==> config.mk <==
export PLATFORM = sky130hd
export DESIGN_NAME = gray_rgb_packer_flat
export DESIGN_NICKNAME = d
export VERILOG_FILES = /design/src/rtl/gray_rgb_packer_pkg.sv /design/src/rtl/gray_rgb_packer_if.sv /design/src/rtl/gray_rgb_packer.sv /design/src/flat_wrapper.sv
export SDC_FILE = /design/constraint.sdc
export NUM_CORES = 1
export LEC_CHECK = 0
export BUFFER_PORTS_ARGS = -buffer_cell sky130_fd_sc_hd__buf_2
export CAP_MARGIN = 20
export CORE_MARGIN = 1
export CORE_UTILIZATION = 45
export CTS_CLUSTER_SIZE = 8
export DETAILED_ROUTE_END_ITERATION = 10
export GPL_TIMING_DRIVEN = 0
export MAX_ROUTING_LAYER = met4
export PLACE_DENSITY = 0.7
export SYNTH_ARGS = -nofsm -noshare
export SYNTH_HDL_FRONTEND = slang
export SYNTH_SLANG_ARGS = --single-unit
==> constraint.sdc <==
create_clock -name s00_axi_aclk -period 2.7 [get_ports s00_axi_aclk]
set_clock_uncertainty 0.2 [all_clocks]
set_input_delay 0.405 -clock s00_axi_aclk [delete_from_list [all_inputs] [get_ports s00_axi_aclk]]
set_output_delay 0.405 -clock s00_axi_aclk [all_outputs]
set_load 0.005 [all_outputs]
==> src/rtl/gray_rgb_packer_pkg.sv <==
// Shared types and helpers for the grayscale-to-packed-RGB stream packer.
package gray_pkg;

  typedef enum logic [2:0] {
    PH0   = 3'd0,
    PH1   = 3'd1,
    PH2   = 3'd2,
    PH3   = 3'd3,
    FLUSH = 3'd4
  } state_t;

  localparam int PIX_BYTES  = 3;
  localparam int WORD_BYTES = 4;

  // Callers zero-extend the pixel to 32 bits; values above 255 only clamp when enabled.
  function automatic logic [7:0] sat8(input logic [31:0] d, input logic sat_en);
    if (sat_en && (d > 32'd255)) return 8'hFF;
    return d[7:0];
  endfunction

endpackage

==> src/rtl/gray_rgb_packer_if.sv <==
// Pixel input stream and packed-word output stream of the packer.
interface gray_rgb_packer_if #(
  parameter int IN_W = 9
);
  // Both streams: a transfer happens on a clock edge where valid && ready;
  // valid never waits for ready, and payload is held stable while valid && !ready.
  logic            s_valid;
  logic            s_ready;
  logic [IN_W-1:0] s_data;
  logic            s_last;
  logic            m_valid;
  logic            m_ready;
  logic [31:0]     m_data;
  logic [3:0]      m_keep;
  logic            m_last;

  modport slave (
    input  s_valid, s_data, s_last, m_ready,
    output s_ready, m_valid, m_data, m_keep, m_last
  );

  modport master (
    output s_valid, s_data, s_last, m_ready,
    input  s_ready, m_valid, m_data, m_keep, m_last
  );
endinterface

==> src/rtl/gray_rgb_packer.sv <==
// Expands grayscale pixels to R=G=B bytes and packs them densely into 32-bit words
// (4 pixels -> 3 words), flushing a zero-padded partial word at end of frame.
module gray_rgb_packer
  import gray_pkg::*;
#(
  parameter int IN_W   = 9,
  parameter int SAT_EN = 1,
  parameter int CNT_W  = 24
) (
  input  logic             s00_axi_aclk,
  input  logic             s00_axi_aresetn,
  gray_rgb_packer_if.slave bus,
  output logic [CNT_W-1:0] pix_count,
  output logic             frame_done,
  output state_t           state
);

  logic        load_ok;
  logic        in_hs;
  logic        accept;
  logic [7:0]  g;
  logic [23:0] hold;
  logic        two_left;
  logic        m_valid_q;
  logic [31:0] m_data_q;
  logic [3:0]  m_keep_q;
  logic        m_last_q;

  assign load_ok     = !m_valid_q || bus.m_ready;
  assign bus.s_ready = s00_axi_aresetn && (state != FLUSH) && load_ok;
  assign in_hs       = bus.s_valid && bus.s_ready;
  assign accept      = m_valid_q && bus.m_ready;
  assign g           = sat8(32'(bus.s_data), SAT_EN != 0);

  assign bus.m_valid = m_valid_q;
  assign bus.m_data  = m_data_q;
  assign bus.m_keep  = m_keep_q;
  assign bus.m_last  = m_last_q;

  always_ff @(posedge s00_axi_aclk or negedge s00_axi_aresetn) begin
    if (!s00_axi_aresetn) begin
      state      <= PH0;
      hold       <= '0;
      two_left   <= 1'b0;
      m_valid_q  <= 1'b0;
      m_data_q   <= '0;
      m_keep_q   <= '0;
      m_last_q   <= 1'b0;
      pix_count  <= '0;
      frame_done <= 1'b0;
    end else begin
      frame_done <= accept && m_last_q;

      // A new frame's first pixel can arrive in the same cycle the old frame closes.
      if (accept && m_last_q)
        pix_count <= in_hs ? CNT_W'(1) : '0;
      else if (in_hs)
        pix_count <= pix_count + CNT_W'(1);

      // Any word load below overrides this drain.
      if (accept) m_valid_q <= 1'b0;

      case (state)
        PH0: if (in_hs) begin
          if (bus.s_last) begin
            m_valid_q <= 1'b1;
            m_data_q  <= {8'h00, g, g, g};
            m_keep_q  <= 4'b0111;
            m_last_q  <= 1'b1;
          end else begin
            hold  <= {g, g, g};
            state <= PH1;
          end
        end
        PH1: if (in_hs) begin
          m_valid_q <= 1'b1;
          m_data_q  <= {g, hold[23:0]};
          m_keep_q  <= 4'b1111;
          m_last_q  <= 1'b0;
          hold      <= {8'h00, g, g};
          two_left  <= 1'b1;
          state     <= bus.s_last ? FLUSH : PH2;
        end
        PH2: if (in_hs) begin
          m_valid_q <= 1'b1;
          m_data_q  <= {g, g, hold[15:0]};
          m_keep_q  <= 4'b1111;
          m_last_q  <= 1'b0;
          hold      <= {16'h0000, g};
          two_left  <= 1'b0;
          state     <= bus.s_last ? FLUSH : PH3;
        end
        PH3: if (in_hs) begin
          m_valid_q <= 1'b1;
          m_data_q  <= {g, g, g, hold[7:0]};
          m_keep_q  <= 4'b1111;
          m_last_q  <= bus.s_last;
          state     <= PH0;
        end
        FLUSH: if (load_ok) begin
          m_valid_q <= 1'b1;
          m_data_q  <= two_left ? {16'h0000, hold[15:0]} : {24'h000000, hold[7:0]};
          m_keep_q  <= two_left ? 4'b0011 : 4'b0001;
          m_last_q  <= 1'b1;
          state     <= PH0;
        end
        default: state <= PH0;
      endcase
    end
  end

endmodule

==> src/flat_wrapper.sv <==
// flat-port wrapper written by rule: the top's interface ports become plain ports
module gray_rgb_packer_flat import gray_pkg::*;
#(
  parameter int IN_W   = 9,
  parameter int SAT_EN = 1,
  parameter int CNT_W  = 24
)
  (s00_axi_aclk, s00_axi_aresetn, pix_count, frame_done, state, bus_s_valid, bus_s_data, bus_s_last, bus_m_ready, bus_s_ready, bus_m_valid, bus_m_data, bus_m_keep, bus_m_last);
  gray_rgb_packer_if #(.IN_W(IN_W)) bus_i ();
  input  logic s00_axi_aclk;
  input  logic s00_axi_aresetn;
  output logic [CNT_W-1:0] pix_count;
  output logic frame_done;
  output state_t state;
  input wire logic [$bits(bus_i.s_valid)-1:0] bus_s_valid;
  input wire logic [$bits(bus_i.s_data)-1:0] bus_s_data;
  input wire logic [$bits(bus_i.s_last)-1:0] bus_s_last;
  input wire logic [$bits(bus_i.m_ready)-1:0] bus_m_ready;
  output wire logic [$bits(bus_i.s_ready)-1:0] bus_s_ready;
  output wire logic [$bits(bus_i.m_valid)-1:0] bus_m_valid;
  output wire logic [$bits(bus_i.m_data)-1:0] bus_m_data;
  output wire logic [$bits(bus_i.m_keep)-1:0] bus_m_keep;
  output wire logic [$bits(bus_i.m_last)-1:0] bus_m_last;
  assign bus_i.s_valid = bus_s_valid;
  assign bus_i.s_data = bus_s_data;
  assign bus_i.s_last = bus_s_last;
  assign bus_i.m_ready = bus_m_ready;
  assign bus_s_ready = bus_i.s_ready;
  assign bus_m_valid = bus_i.m_valid;
  assign bus_m_data = bus_i.m_data;
  assign bus_m_keep = bus_i.m_keep;
  assign bus_m_last = bus_i.m_last;
  gray_rgb_packer #(.IN_W(IN_W), .SAT_EN(SAT_EN), .CNT_W(CNT_W)) u_core (.s00_axi_aclk(s00_axi_aclk), .s00_axi_aresetn(s00_axi_aresetn), .bus(bus_i), .pix_count(pix_count), .frame_done(frame_done), .state(state));
endmodule
-- Yosys cells after proc, flatten, opt, wreduce, memory -nomap -nowiden
Index checks and enable logic that the tools add are counted.
- add/subtract/negate cells: 1
- order comparisons: 1
- eq/ne operators: 14
- mux-type cells: 48
- reduce and logical (&&, ||, !) cells: 22
- operator list (operator ; number):
    32-bit two-way mux ; 6
    32-bit case mux with 5 select lines ; 1
    24-bit two-way mux ; 6
    24-bit case mux with 3 select lines ; 1
    24-bit by 1-bit adder with 24-bit output (second input constant) ; 1
    3-bit two-way mux ; 8
    16-bit two-way mux ; 1
    4-bit two-way mux ; 4
    8-bit two-way mux ; 2
    3-bit case mux with 5 select lines ; 1
    2-bit by 1-bit inequality test with 1-bit output (second input constant) ; 7
    1-bit two-way mux ; 13
    4-bit case mux with 3 select lines ; 1
    6-bit AND reduction ; 2
    5-bit AND reduction ; 2
    9-bit by 8-bit > comparator with 1-bit output (second input constant) ; 1
    7-bit AND reduction ; 1
    3-bit by 2-bit equality test with 1-bit output (second input constant) ; 2
    3-bit nonzero test ; 2
    1-bit logical AND ; 5
    5-bit nonzero test ; 1
    2-bit inequality test (second input constant) ; 2
    1-bit case mux with 4 select lines ; 1
    2-bit nonzero test ; 2
    other kinds (13) ; 13
- register bits: 91
- input bits: 14
- output and inout port bits: 67

-- Logic depth before layout (Yosys ltp)
Gate-level depths: netlist (run 1).
- depth in word-level cells: 6
- gate-level depth with buffers: 8

-- Worst setup path before layout (run 1)
No wires, ideal clock.
- path type: register to register
- start: register u_core.m_valid_q (netlist: u_core.bus.m_valid)
- end: register u_core.pix_count[20]
- setup time: 0.078 ns
- data arrival time: 1.952 ns
- data required time: 2.422 ns
- slack: 0.470 ns
- stages on the path, launching flop included: 7
- path buffers: 2
- cell sequence: dfrtp_1 > nor2b_4 > buf_6 > or4_4 > buf_6 > or4_1 > a21oi_1
- longest elaborated chain between the ends: 5
- elaborated cells on any way between the ends: 8
- those cells by class: mux: 1; reduce/logical: 7
- RTL lines (what ; RTL line ; source):
    start: declaration ; gray_rgb_packer.sv:24 ; logic m_valid_q;
    start signal: assignment ; gray_rgb_packer.sv:45 ; m_valid_q <= 1'b0;
    start signal: assignment ; gray_rgb_packer.sv:61 ; if (accept) m_valid_q <= 1'b0;
    start signal: assignment ; gray_rgb_packer.sv:66 ; m_valid_q <= 1'b1;
    1-bit logical NOT ; gray_rgb_packer.sv:29 ; assign load_ok = !m_valid_q || bus.m_ready;
    1-bit logical OR ; gray_rgb_packer.sv:29 ;
    1-bit logical AND ; gray_rgb_packer.sv:30 ; assign bus.s_ready = s00_axi_aresetn && (state != FLUSH) && load_ok;
    1-bit logical AND ; gray_rgb_packer.sv:31 ; assign in_hs = bus.s_valid && bus.s_ready;
    2-bit nonzero test (no source line) ; -- ;
    end signal: assignment ; gray_rgb_packer.sv:56 ; pix_count <= in_hs ? CNT_W'(1) : '0;
    end signal: assignment ; gray_rgb_packer.sv:58 ; pix_count <= pix_count + CNT_W'(1);
    end: declaration ; gray_rgb_packer.sv:13 ; output logic [CNT_W-1:0] pix_count,
Parallel ways exist; a longest one is shown, timed or not.
A chain may end at the register's enable or synchronous reset.

-- Worst setup path after layout (run 1)
- start: input s00_axi_aresetn
- end: register u_core.pix_count[21]
- longest elaborated chain between the ends: 4
- RTL lines (what ; RTL line ; source):
    start: declaration ; flat_wrapper.sv:11 ; input logic s00_axi_aresetn;
    1-bit logical AND (2 in a row) ; gray_rgb_packer.sv:30 ;
    1-bit logical AND ; gray_rgb_packer.sv:31 ;
    2-bit nonzero test (no source line) ; -- ;
Every way passes these cells.

==> impl_metrics.csv, run 1 <==
group,metric,value,unit
synthesis,yosys_most_used_dff,"sky130_fd_sc_hd__dfrtp_1",
grt,number_of_global_route_vias_before_repair,3531,
min_path,hold_path_end,"u_core.hold[13]",
sta,setup_ws,112,ps
min_path,holdCritStartpoint,"bus_s_data[5]",
cells_and_area,post_layout_instance_count_excluding_filler_cells,660,
floorplanning,start_util,46.5,%
cells_and_area,count_of_antenna_diodes_in_the_layout,0,
critical_path,timing_worst_setup_path_type,"in -> reg",
synthesis,synthesis.nets,445,
sta,report.final.hold_viol_count,0,
synthesis,synth.lib_cells_used.distinct,44,
cells_and_area,drive_gt1_share,27.7,%
synthesis,post_synth_xor_area_fraction,1.22,%
pwr,p_leak,2.34,nW
detailed_routing,drt-pass1-iter-count,4,
pwr,total_power,4.83,mW
cts,h-tree-depth,3,
critical_path,timing.critical_path.required,2790,ps
min_path,holdCritPathClass,"in -> reg",
pwr,vdd.ir_drop.worst,0.471,mV
cts,clock-root-buffer,"sky130_fd_sc_hd__clkbuf_8",
critical_path,critPathMaxFanout,10,
cts,clock_buffer_count_from_cts,9,
floorplanning,chipHeight,100,um
floorplanning,floorplan.rows,35,
grt,grt_pass1_wl,17800,um
detailed_routing,post-route-drc-count,0,
synthesis,synth_simple_gate_area_share,19.2,%
synthesis,post_synth_inst_count,430,
synthesis,synth.ff_latch_count,91,
sta,setup_total_negative_slack,0,ps
synthesis,mux_share_of_post_synthesis_cell_area,9.27,%
cts,clk-insertion-delay-late,370,ps
sta,timing.final.max_slew_violations,0,
placement,placed_cell_area,0.00491,sq mm
detailed_routing,detailroute.via_count,3783,
cells_and_area,fin_nets,541,
cells_and_area,layout.cell_area.non_filler,0.00517,sq mm
placement,gpl.final_weighted_congestion,0.869,
critical_path,worst-r2r-setup-slack,240,ps
sta,post-route-min-period,2590,ps
detailed_routing,routed_wirelength,11000,um
cells_and_area,area_delta_synth_final,19.8,%
sta,achievable-frequency,386,MHz
synthesis,synth_top_family_by_area,"simple AND/OR/NAND/NOR gates",
placement,numPortBuffers,79,
synthesis,synth_enable_flop_cells,0,
synthesis,post_synth_fa_ha_maj_area_fraction,0.290,%
cells_and_area,finalCoreUtilization,55.7,%
cts,clk_pin_slew,100,ps
synthesis,compound_cell_area_share_of_the_yosys_netlist,13.9,%
critical_path,timing.reg2reg.worst_path_depth,7,
cts,clock_path_buffers,2,
placement,placed_cells,640,
critical_path,start_kind,"primary input",
detailed_routing,postRouteAntennaNets,0,
grt,grt_start_max_net_pins,50,
floorplanning,die_w,100,um
critical_path,r2r-end,"u_core.bus.m_data[8]",
critical_path,timing.rr.start,"u_core.state[1]",
grt,grtUsageTotal,23.7,%
status,status,"complete, no violations",
floorplanning,core-area,0.00928,sq mm
floorplanning,dieArea,0.00999,sq mm
flow_run,maxCapViolCount,0,
sta,worst_hold_slack,213,ps
synthesis,async_reset_ff_share,100,%
min_path,hold_depth,4,
synthesis,ys_seq_area_share,52.7,%
detailed_routing,wl_per_cell,16.7,um
floorplanning,ioPinCount,81,
cts,cts_num_sinks,91,
pwr,pwr_density_cell,933,mW/mm^2
critical_path,critPathArrivalTime,2680,ps
sta,post-route-period-util,95.8,%
placement,post-dp-hpwl,7750,um
sta,max_slew_margin,29.5,%
sta,rsz0062_at_grt,"false",
grt,grt_remaining_overflow,0,
critical_path,critPathCaptureType,"flip-flop",
grt,grt_antenna_before_repair,0,
detailed_routing,post_dr_vias_cell,5.73,
cts,cts.repair_timing.setup_buffer_count,0,
synthesis,yosysWarningCount,0,
cts,tritoncts,"done",
sta,tightest_slew,1050,ps
detailed_routing,drt_iter0_drc,221,
synthesis,mappedNetlistArea,0.00432,sq mm
placement,dpl_worst_slack,-408,ps
synthesis,synthesis.area_per_instance,10.0,sq um
sta,setup-violations-final,0,
layer usage:
layer	global-route usage (%)	vias up	wire, um
li1	-	1737	-
met1	30.5	1889	4840
met5	-	-	0
met2	37.3	139	5310
met3	3.76	18	576
met4	10.6	0	272
synthesized netlist by cell type, drive strengths merged, types with 2 or more instances:
cell	number	area [sq um]
or3	4	25.0
nor3b	3	32.5
o311ai	2	17.5
and4	6	52.6
o31ai	7	52.6
a21oi	33	165
a221oi	8	70.1
clkbuf	19	71.3
buf	9	53.8
nand3	15	75.1
nor2b	2	20.0
mux2i	13	130
or4	9	71.3
nor3	6	30.0
dfrtp	91	2280
nand4	5	31.3
nor4	4	25.0
inv	6	22.5
a22o	10	87.6
xnor2	5	43.8
nor2	64	240
mux2	24	270
or2	9	56.3
nand2b	6	37.5
o21ai	25	125
nand2	31	116
a31oi	2	12.5
state kept, by name, indices dropped and copies added (netlist names):
register	flops
u_core.two_left	1
u_core.hold	24
u_core.frame_done	1
u_core.pix_count	24
u_core.bus.m_keep	4
u_core.bus.m_last	1
u_core.bus.m_valid	1
u_core.state	3
u_core.bus.m_data	32
layout make-up:
class | count | area [sq um]
clock inverters | 6 | 72.6
plain buffers | 28 | 129
flip-flops and latches | 91 | 2280
repair buffers | 85 | 477
inverters | 6 | 22.5
fillers | 853 | 4110
clock buffers | 10 | 138
multi-input cells | 305 | 1900
well taps | 129 | 161
logic make-up (layout without fill, tap and decap cells):
family          after synthesis  after routing
mux                          37             37
compound gates               95             95
fa+ha+maj                     1              1
simple gates                166            166
flops                        91             91
buf+inv                      34            135
xor+xnor                      6              6
worst max-delay path by stage:
stage          cells past startpoint                   end  slack [ps]                from
6_report                           7  u_core.pix_count[21]         110     s00_axi_aresetn
5_1_grt                            7  u_core.pix_count[21]          30     s00_axi_aresetn
2_1_floorplan                      6  u_core.pix_count[20]         470  u_core.bus.m_valid
3_5_place_dp                       6  u_core.pix_count[21]        -410     s00_axi_aresetn
3_3_place_gp                       6        u_core.hold[2]       -1790     s00_axi_aresetn
4_1_cts                            7  u_core.pix_count[21]           9     s00_axi_aresetn
layout by cell type, fill, tap and decap left out, types with 8 or more instances in the layout:
cell type,count
sky130_fd_sc_hd__dfrtp_1,91
sky130_fd_sc_hd__buf_2,84
sky130_fd_sc_hd__nor2_1,64
sky130_fd_sc_hd__a21oi_1,33
sky130_fd_sc_hd__nand2_1,30
sky130_fd_sc_hd__o21ai_0,25
sky130_fd_sc_hd__mux2_2,24
sky130_fd_sc_hd__clkbuf_1,16
sky130_fd_sc_hd__nand3_1,15
sky130_fd_sc_hd__mux2i_1,13
sky130_fd_sc_hd__a22o_1,10
sky130_fd_sc_hd__clkbuf_8,10
sky130_fd_sc_hd__or2_2,9
sky130_fd_sc_hd__a221oi_1,8
sky130_fd_sc_hd__or4_1,8
repair_timing:
item,4_1_cts,5_1_grt
hold buffers,2,0
endpoints found under the setup margin,6,27
gates resized for setup,1,7
pin swaps,0,0
hold endpoints to repair,42,0
critical path: stages:
cell and delay (ps):
sky130_fd_sc_hd__dlygate4sd3_1 540, sky130_fd_sc_hd__buf_6 160, sky130_fd_sc_hd__nand2_2 150, sky130_fd_sc_hd__or4_1 570
sky130_fd_sc_hd__clkbuf_1 250, sky130_fd_sc_hd__or4_1 440, sky130_fd_sc_hd__a21oi_1 160
power by group:
group	internal [mW]	switching [mW]
Clock	0.463	0.506
Combinational	0.792	0.908
Sequential	1.85	0.309
Total	3.10	1.72
No activity file was read; power rests on OpenSTA's default activity.
==> inputs of run 2 (changes only) <==
--- a/config.mk
+++ b/config.mk
@@ -5,6 +5,7 @@
 export SDC_FILE = /design/constraint.sdc
 export NUM_CORES = 1
 export LEC_CHECK = 0
+export ABC_AREA = 1
 export BUFFER_PORTS_ARGS = -buffer_cell sky130_fd_sc_hd__buf_2
 export CAP_MARGIN = 20
 export CORE_MARGIN = 1
@@ -13,7 +14,7 @@
 export DETAILED_ROUTE_END_ITERATION = 10
 export GPL_TIMING_DRIVEN = 0
 export MAX_ROUTING_LAYER = met4
-export PLACE_DENSITY = 0.7
+export PLACE_DENSITY = 0.69
 export SYNTH_ARGS = -nofsm -noshare
 export SYNTH_HDL_FRONTEND = slang
 export SYNTH_SLANG_ARGS = --single-unit
==> impl_metrics.csv, run 2 <==
group,metric,value,unit
cells_and_area,area_delta_synth_final,18.8,%
grt,grtUsageTotal,24.0,%
sta,tightest_slew,952,ps
floorplanning,start_util,47.2,%
cts,tritoncts,"done",
pwr,total_power,6.30,mW
sta,setup_total_negative_slack,0,ps
detailed_routing,wl_per_cell,13.9,um
cells_and_area,flip_flop_count_of_the_largest_register_after_layout,32,
synthesis,post_synth_fa_ha_maj_area_fraction,0.266,%
critical_path,critPathMaxFanout,36,
cts,clock_buffer_count_from_cts,9,
critical_path,timing.rr.start,"u_core.state[1]",
cells_and_area,count_of_antenna_diodes_in_the_layout,0,
critical_path,critPathArrivalTime,2590,ps
synthesis,synth_enable_flop_cells,0,
sta,achievable-frequency,394,MHz
grt,grt_pass1_wl,20200,um
cts,clk_pin_slew,100,ps
detailed_routing,post-route-drc-count,0,
cells_and_area,post_layout_instance_count_excluding_filler_cells,869,
placement,gpl.final_weighted_congestion,0.894,
synthesis,synth.ff_latch_count,91,
synthesis,post_synth_xor_area_fraction,0.559,%
synthesis,ys_seq_area_share,48.5,%
sta,timing.final.max_slew_violations,0,
detailed_routing,drt-pass1-iter-count,5,
synthesis,synthesis.area_per_instance,7.37,sq um
cells_and_area,most-common-layout-cells,"sky130_fd_sc_hd__nand2_1 (242), sky130_fd_sc_hd__dfrtp_1 (91), sky130_fd_sc_hd__buf_2 (87)",
sta,setup_ws,160,ps
cts,h-tree-depth,3,
pwr,vdd.ir_drop.worst,0.640,mV
sta,report.final.hold_viol_count,0,
cts,clock_path_buffers,2,
floorplanning,floorplan.rows,36,
grt,grt_antenna_before_repair,0,
synthesis,yosys-top-cells-count,"sky130_fd_sc_hd__nand2_1 (242), sky130_fd_sc_hd__dfrtp_1 (91), sky130_fd_sc_hd__nor2_1 (65)",
flow_run,maxCapViolCount,0,
synthesis,mappedNetlistArea,0.00470,sq mm
synthesis,synthMostInstantiatedCell,"sky130_fd_sc_hd__nand2_1",
cts,clk-insertion-delay-late,370,ps
floorplanning,ioPinCount,81,
min_path,holdCritPathClass,"in -> reg",
synthesis,synth.lib_cells_used.distinct,31,
pwr,p_leak,3.00,nW
cells_and_area,layout.cell_area.non_filler,0.00558,sq mm
placement,numPortBuffers,79,
cells_and_area,drive_gt1_share,17.5,%
detailed_routing,post_dr_vias_cell,5.10,
pwr,pwr_density_cell,1130,mW/mm^2
detailed_routing,drt_iter0_drc,287,
status,status,"complete, no violations",
critical_path,start_kind,"primary input",
cts,cts_num_sinks,91,
placement,post-dp-hpwl,8760,um
cells_and_area,fin_nets,746,
floorplanning,die_w,104,um
synthesis,async_reset_ff_share,100,%
floorplanning,dieArea,0.0109,sq mm
synthesis,synthesis.nets,652,
synthesis,compound_cell_area_share_of_the_yosys_netlist,7.65,%
sta,rsz0062_at_grt,"false",
critical_path,critPathCaptureType,"flip-flop",
floorplanning,core-area,0.00995,sq mm
sta,setup-violations-final,0,
grt,grt_start_max_net_pins,73,
synthesis,yosysWarningCount,0,
synthesis,synth_simple_gate_area_share,34.4,%
critical_path,timing.critical_path.required,2750,ps
critical_path,worstSetupStartpoint,"s00_axi_aresetn",
sta,post-route-period-util,94.1,%
cells_and_area,finalCoreUtilization,56.1,%
cts,clock-root-buffer,"sky130_fd_sc_hd__clkbuf_8",
synthesis,synth_top_area_cell,"sky130_fd_sc_hd__dfrtp_1",
critical_path,timing_worst_setup_path_type,"in -> reg",
synthesis,synth_largest_type_area_fraction,48.5,%
synthesis,yosys_most_used_dff,"sky130_fd_sc_hd__dfrtp_1",
grt,grt_remaining_overflow,0,
synthesis,synth_area_leaders,"sky130_fd_sc_hd__dfrtp_1 (48%), sky130_fd_sc_hd__nand2_1 (19%), sky130_fd_sc_hd__nor2_1 (5.2%)",
cts,cts-resized-gates,0,
synthesis,synth_top_family_by_area,"simple AND/OR/NAND/NOR gates",
placement,placed_cell_area,0.00529,sq mm
detailed_routing,detailroute.via_count,4430,
synthesis,post_synth_inst_count,637,
grt,number_of_global_route_vias_before_repair,4131,
cts,cts.repair_timing.setup_buffer_count,0,
detailed_routing,routed_wirelength,12100,um
placement,placed_cells,850,
synthesis,mux_share_of_post_synthesis_cell_area,0,%
cells_and_area,layout.cells.most_common,"sky130_fd_sc_hd__nand2_1",
sta,post-route-min-period,2540,ps
sta,max_slew_margin,36.3,%
sta,worst_hold_slack,176,ps
placement,dpl_worst_slack,-18.0,ps
min_path,holdCritStartpoint,"bus_m_ready",
floorplanning,chipHeight,104,um
detailed_routing,postRouteAntennaNets,0,
-- run 2: layer usage --
metal  part of all wire, %  vias to the layer above  GRT usage, %
met5                     0                        -             -
met3                   5.5                       13          3.32
met1                    45                     2078          31.4
met4                   1.2                        0          9.08
met2                    48                      147          38.1
li1                      -                     2192             -
-- run 2: cells by family after synthesis --
kind of cell / Yosys count
buf+inv: 91
simple gates: 386
compound gates: 65
xor+xnor: 3
fa+ha+maj: 1
flops: 91
-- run 2: path summary, 6_finish.rpt --
path / endpoint / slack [ps] / cells past startpoint
max reg2reg: u_core.bus.m_data[22] / 530 / 9
min in group asynchronous: u_core.state[2] / 390 / 3
max: u_core.hold[15] / 160 / 12
max in group asynchronous: u_core.pix_count[7] / 560 / 3
min: u_core.bus.m_valid / 180 / 4
min reg2reg: u_core.hold[14] / 280 / 2
-- run 2: repair_timing --
action                                 4_1_cts  5_1_grt
endpoints found under the hold margin       21        0
hold buffers                                 2        0
setup endpoints to repair                    0       27
-- run 2: final cells by class --
type                            count  area (sq um)
Multi-Input combinational cell    455          2010
Fill cell                         956          4370
Sequential cell                    91          2280
Clock inverter                      7           124
Tap cell                          133           166
Clock buffer                        9           124
Inverter                           67           251
Buffer                             24           154
Timing Repair Buffer               83           470
-- run 2: power breakdown --
group / internal [mW] / switching [mW] / leakage (nW) / total [mW]
clock network: 0.621 / 0.510 / 0.120 / 1.13
logic: 1.06 / 1.78 / 1.74 / 2.84
registers: 1.94 / 0.395 / 1.14 / 2.33
-- run 2: worst max-delay path, cell delays in order --
cell and delay (ps):
sky130_fd_sc_hd__dlygate4sd3_1 520, sky130_fd_sc_hd__buf_4 170, sky130_fd_sc_hd__buf_16 210, sky130_fd_sc_hd__inv_1 60
sky130_fd_sc_hd__a21oi_1 190, sky130_fd_sc_hd__nand3_2 130, sky130_fd_sc_hd__buf_6 170, sky130_fd_sc_hd__o21ai_4 230
sky130_fd_sc_hd__nand2_2 190, sky130_fd_sc_hd__buf_6 190, sky130_fd_sc_hd__nand2_1 60, sky130_fd_sc_hd__nand2_1 50
==> inputs of run 3 (changes only) <==
--- a/config.mk
+++ b/config.mk
@@ -9,12 +9,12 @@
 export BUFFER_PORTS_ARGS = -buffer_cell sky130_fd_sc_hd__buf_2
 export CAP_MARGIN = 20
 export CORE_MARGIN = 1
-export CORE_UTILIZATION = 45
+export CORE_UTILIZATION = 55
 export CTS_CLUSTER_SIZE = 8
 export DETAILED_ROUTE_END_ITERATION = 10
 export GPL_TIMING_DRIVEN = 0
 export MAX_ROUTING_LAYER = met4
-export PLACE_DENSITY = 0.69
+export PLACE_DENSITY = 0.81
 export SYNTH_ARGS = -nofsm -noshare
 export SYNTH_HDL_FRONTEND = slang
 export SYNTH_SLANG_ARGS = --single-unit
==> impl_metrics.csv, run 3 (same netlist as run 2, synthesis figures left out) <==
group,metric,value,unit
grt,grtUsageTotal,29.5,%
critical_path,r2r-end,"u_core.bus.m_data[6]",
cells_and_area,area.sequential,0.00228,sq mm
pwr,power.share.combinational,47.2,%
floorplanning,core-area,0.00826,sq mm
sta,achievable-frequency,404,MHz
sta,tightest_slew,606,ps
cells_and_area,drive_gt1_share,17.3,%
cts,cts_num_sinks,91,
critical_path,start_kind,"primary input",
grt,number_of_global_route_vias_before_repair,4281,
cts,h-tree-depth,3,
pwr,p_leak,2.96,nW
pwr,vdd.ir_drop.worst,0.580,mV
cts,clock_buffer_count_from_cts,9,
pwr,total_switching_power,2.67,mW
floorplanning,dieArea,0.00891,sq mm
placement,numPortBuffers,79,
critical_path,crit_path_cell_trace,"dlygate4sd3_1 > buf_6 > inv_1 > a21oi_1 > nand3_2 > buf_6 > o21ai_4 > nand2_2 > buf_6 > nand2_1 > nand2_1",
grt,grt_remaining_overflow,0,
sta,post-route-period-util,91.7,%
placement,post-dp-hpwl,8670,um
critical_path,cp.buffers_inverters,5,
cts,clk-insertion-delay-late,360,ps
flow_run,maxCapViolCount,0,
detailed_routing,drt-pass1-iter-count,5,
cells_and_area,multi_input_area,0.00201,sq mm
critical_path,critical_path_stages,11,
floorplanning,chipHeight,94.4,um
critical_path,worst_stage_delay_on_the_critical_path,540,ps
critical_path,worst-r2r-setup-slack,560,ps
placement,gpl.final_weighted_congestion,0.914,
sta,post-route-min-period,2480,ps
critical_path,critPathArrivalTime,2520,ps
sta,setup-violations-final,0,
detailed_routing,wl_per_cell,14.2,um
pwr,internal_pwr_total,3.38,mW
sta,timing.final.max_slew_violations,0,
critical_path,path_delay_family,"buffers and inverters",
critical_path,timing_worst_setup_path_type,"in -> reg",
detailed_routing,routed_wirelength,11900,um
critical_path,critPathMaxFanout,36,
detailed_routing,post_dr_vias_cell,5.40,
floorplanning,floorplan.rows,33,
cts,clock_path_buffers,2,
cells_and_area,area_delta_synth_final,16.0,%
cells_and_area,most-common-layout-cells,"sky130_fd_sc_hd__nand2_1 (242), sky130_fd_sc_hd__dfrtp_1 (91), sky130_fd_sc_hd__buf_2 (87)",
pwr,switching_share,44.2,%
sta,report.final.hold_viol_count,0,
cts,tritoncts,"done",
floorplanning,start_util,56.9,%
pwr,share_seq_of_total_power,38.6,%
critical_path,timing.rr.start,"u_core.state[1]",
grt,grt_pass1_wl,19600,um
cells_and_area,finalCoreUtilization,66.0,%
grt,grt_start_max_net_pins,59,
critical_path,critPathCaptureType,"flip-flop",
sta,rsz0062_at_grt,"false",
detailed_routing,detailroute.via_count,4530,
cells_and_area,fin_nets,744,
cells_and_area,fill_cells,748,
critical_path,timing.critical_path.required,2750,ps
cells_and_area,count_of_antenna_diodes_in_the_layout,0,
critical_path,cp-endpoint,"u_core.hold[17]",
critical_path,timing.critical_path.mode_cell,"sky130_fd_sc_hd__buf_6",
detailed_routing,drt_iter0_drc,224,
floorplanning,die_w,94.4,um
critical_path,crit_path_top_delay_cell,"sky130_fd_sc_hd__dlygate4sd3_1",
sta,max_slew_margin,59.6,%
detailed_routing,post-route-drc-count,0,
detailed_routing,postRouteAntennaNets,0,
grt,grt_antenna_before_repair,0,
sta,setup_total_negative_slack,0,ps
pwr,clkPwrFrac,14.3,%
pwr,pwr_density_cell,1110,mW/mm^2
status,status,"complete, no violations",
cells_and_area,layout.cells.most_common,"sky130_fd_sc_hd__nand2_1",
critical_path,timing.reg2reg.worst_path_depth,9,
sta,worst_hold_slack,165,ps
placement,placed_cell_area,0.00525,sq mm
cts,clk_pin_slew,90,ps
cts,clock-root-buffer,"sky130_fd_sc_hd__clkbuf_8",
floorplanning,ioPinCount,81,
critical_path,worstSetupStartpoint,"s00_axi_aresetn",
cells_and_area,layout.cell_area.non_filler,0.00545,sq mm
cells_and_area,flip_flop_count_of_the_largest_register_after_layout,32,
min_path,holdCritPathClass,"in -> reg",
[run 3: worst min-delay path by stage]
stage / from / endpoint / slack [ps] / depth (start not counted)
6_report: bus_m_ready / u_core.bus.m_valid / 170 / 4
2_1_floorplan: s00_axi_aresetn / u_core.bus.m_data[0] / -90 / 0
3_3_place_gp: u_core.hold[19] / u_core.hold[19] / 250 / 2
4_1_cts: bus_m_ready / u_core.bus.m_valid / 160 / 4
5_1_grt: bus_s_valid / u_core.bus.m_valid / 170 / 3
3_5_place_dp: s00_axi_aresetn / u_core.frame_done / 200 / 1
[run 3: final cells by class]
cell class	instances	share of cell area (%)
inverter	67	4.62
tap	105	2.41
clock buffer	12	2.85
multi-input combinational	455	37.0
sequential	91	41.8
timing repair buffer	81	8.06
buffer	24	2.82
clock inverter	4	0.459
[run 3: power by group through the flow]
stage               Clock [mW]  Combinational (mW)  Sequential (mW)
floorplan                    0                1.85             2.32
global placement             0                2.74             2.32
detailed placement           0                2.84             2.34
CTS                      0.878                2.85             2.33
global route             0.928                3.24             2.41
finish                   0.864                2.85             2.33
[run 3: stage by stage]
| step | instances | total power, mW | worst slack, ps |
|---|---|---|---|
| after global placement | 821 | 5.06 | -895 |
| after global routing | 839 | 6.57 | 27.6 |
| after floorplan | 637 | 4.17 | 937 |
| after CTS | 839 | 6.06 | 79.5 |
| final | 839 | 6.05 | 223 |
| after detailed placement | 822 | 5.19 | 250 |
[run 3: metal layers]
layer | global-route usage, % | vias to the layer above | part of all wire (%) | wire length [um]
met5 | - | - | 0 | 0
met1 | 36.6 | 2134 | 44 | 5240
li1 | - | 2190 | - | -
met3 | 3.78 | 37 | 5.1 | 605
met4 | 17.2 | 0 | 3.1 | 369
met2 | 46.7 | 169 | 48 | 5700
[run 3: repair_timing]
action / in CTS / in global routing
setup buffers: 0 / 0
hold endpoints to repair: 33 / 0
hold buffers: 1 / 0
endpoints found under the setup margin: 0 / 32
resized for setup: 0 / 1
[run 3: worst reg2reg max path, cell delays in order (launching register included)]
cell	delay (ps)
sky130_fd_sc_hd__dfrtp_1	450
sky130_fd_sc_hd__inv_1	120
sky130_fd_sc_hd__nand2_1	70
sky130_fd_sc_hd__nor2_1	200
sky130_fd_sc_hd__nand2_1	120
sky130_fd_sc_hd__nand3_1	150
sky130_fd_sc_hd__clkinv_1	270
sky130_fd_sc_hd__buf_2	300
sky130_fd_sc_hd__nand2_1	110
sky130_fd_sc_hd__nand2_1	50
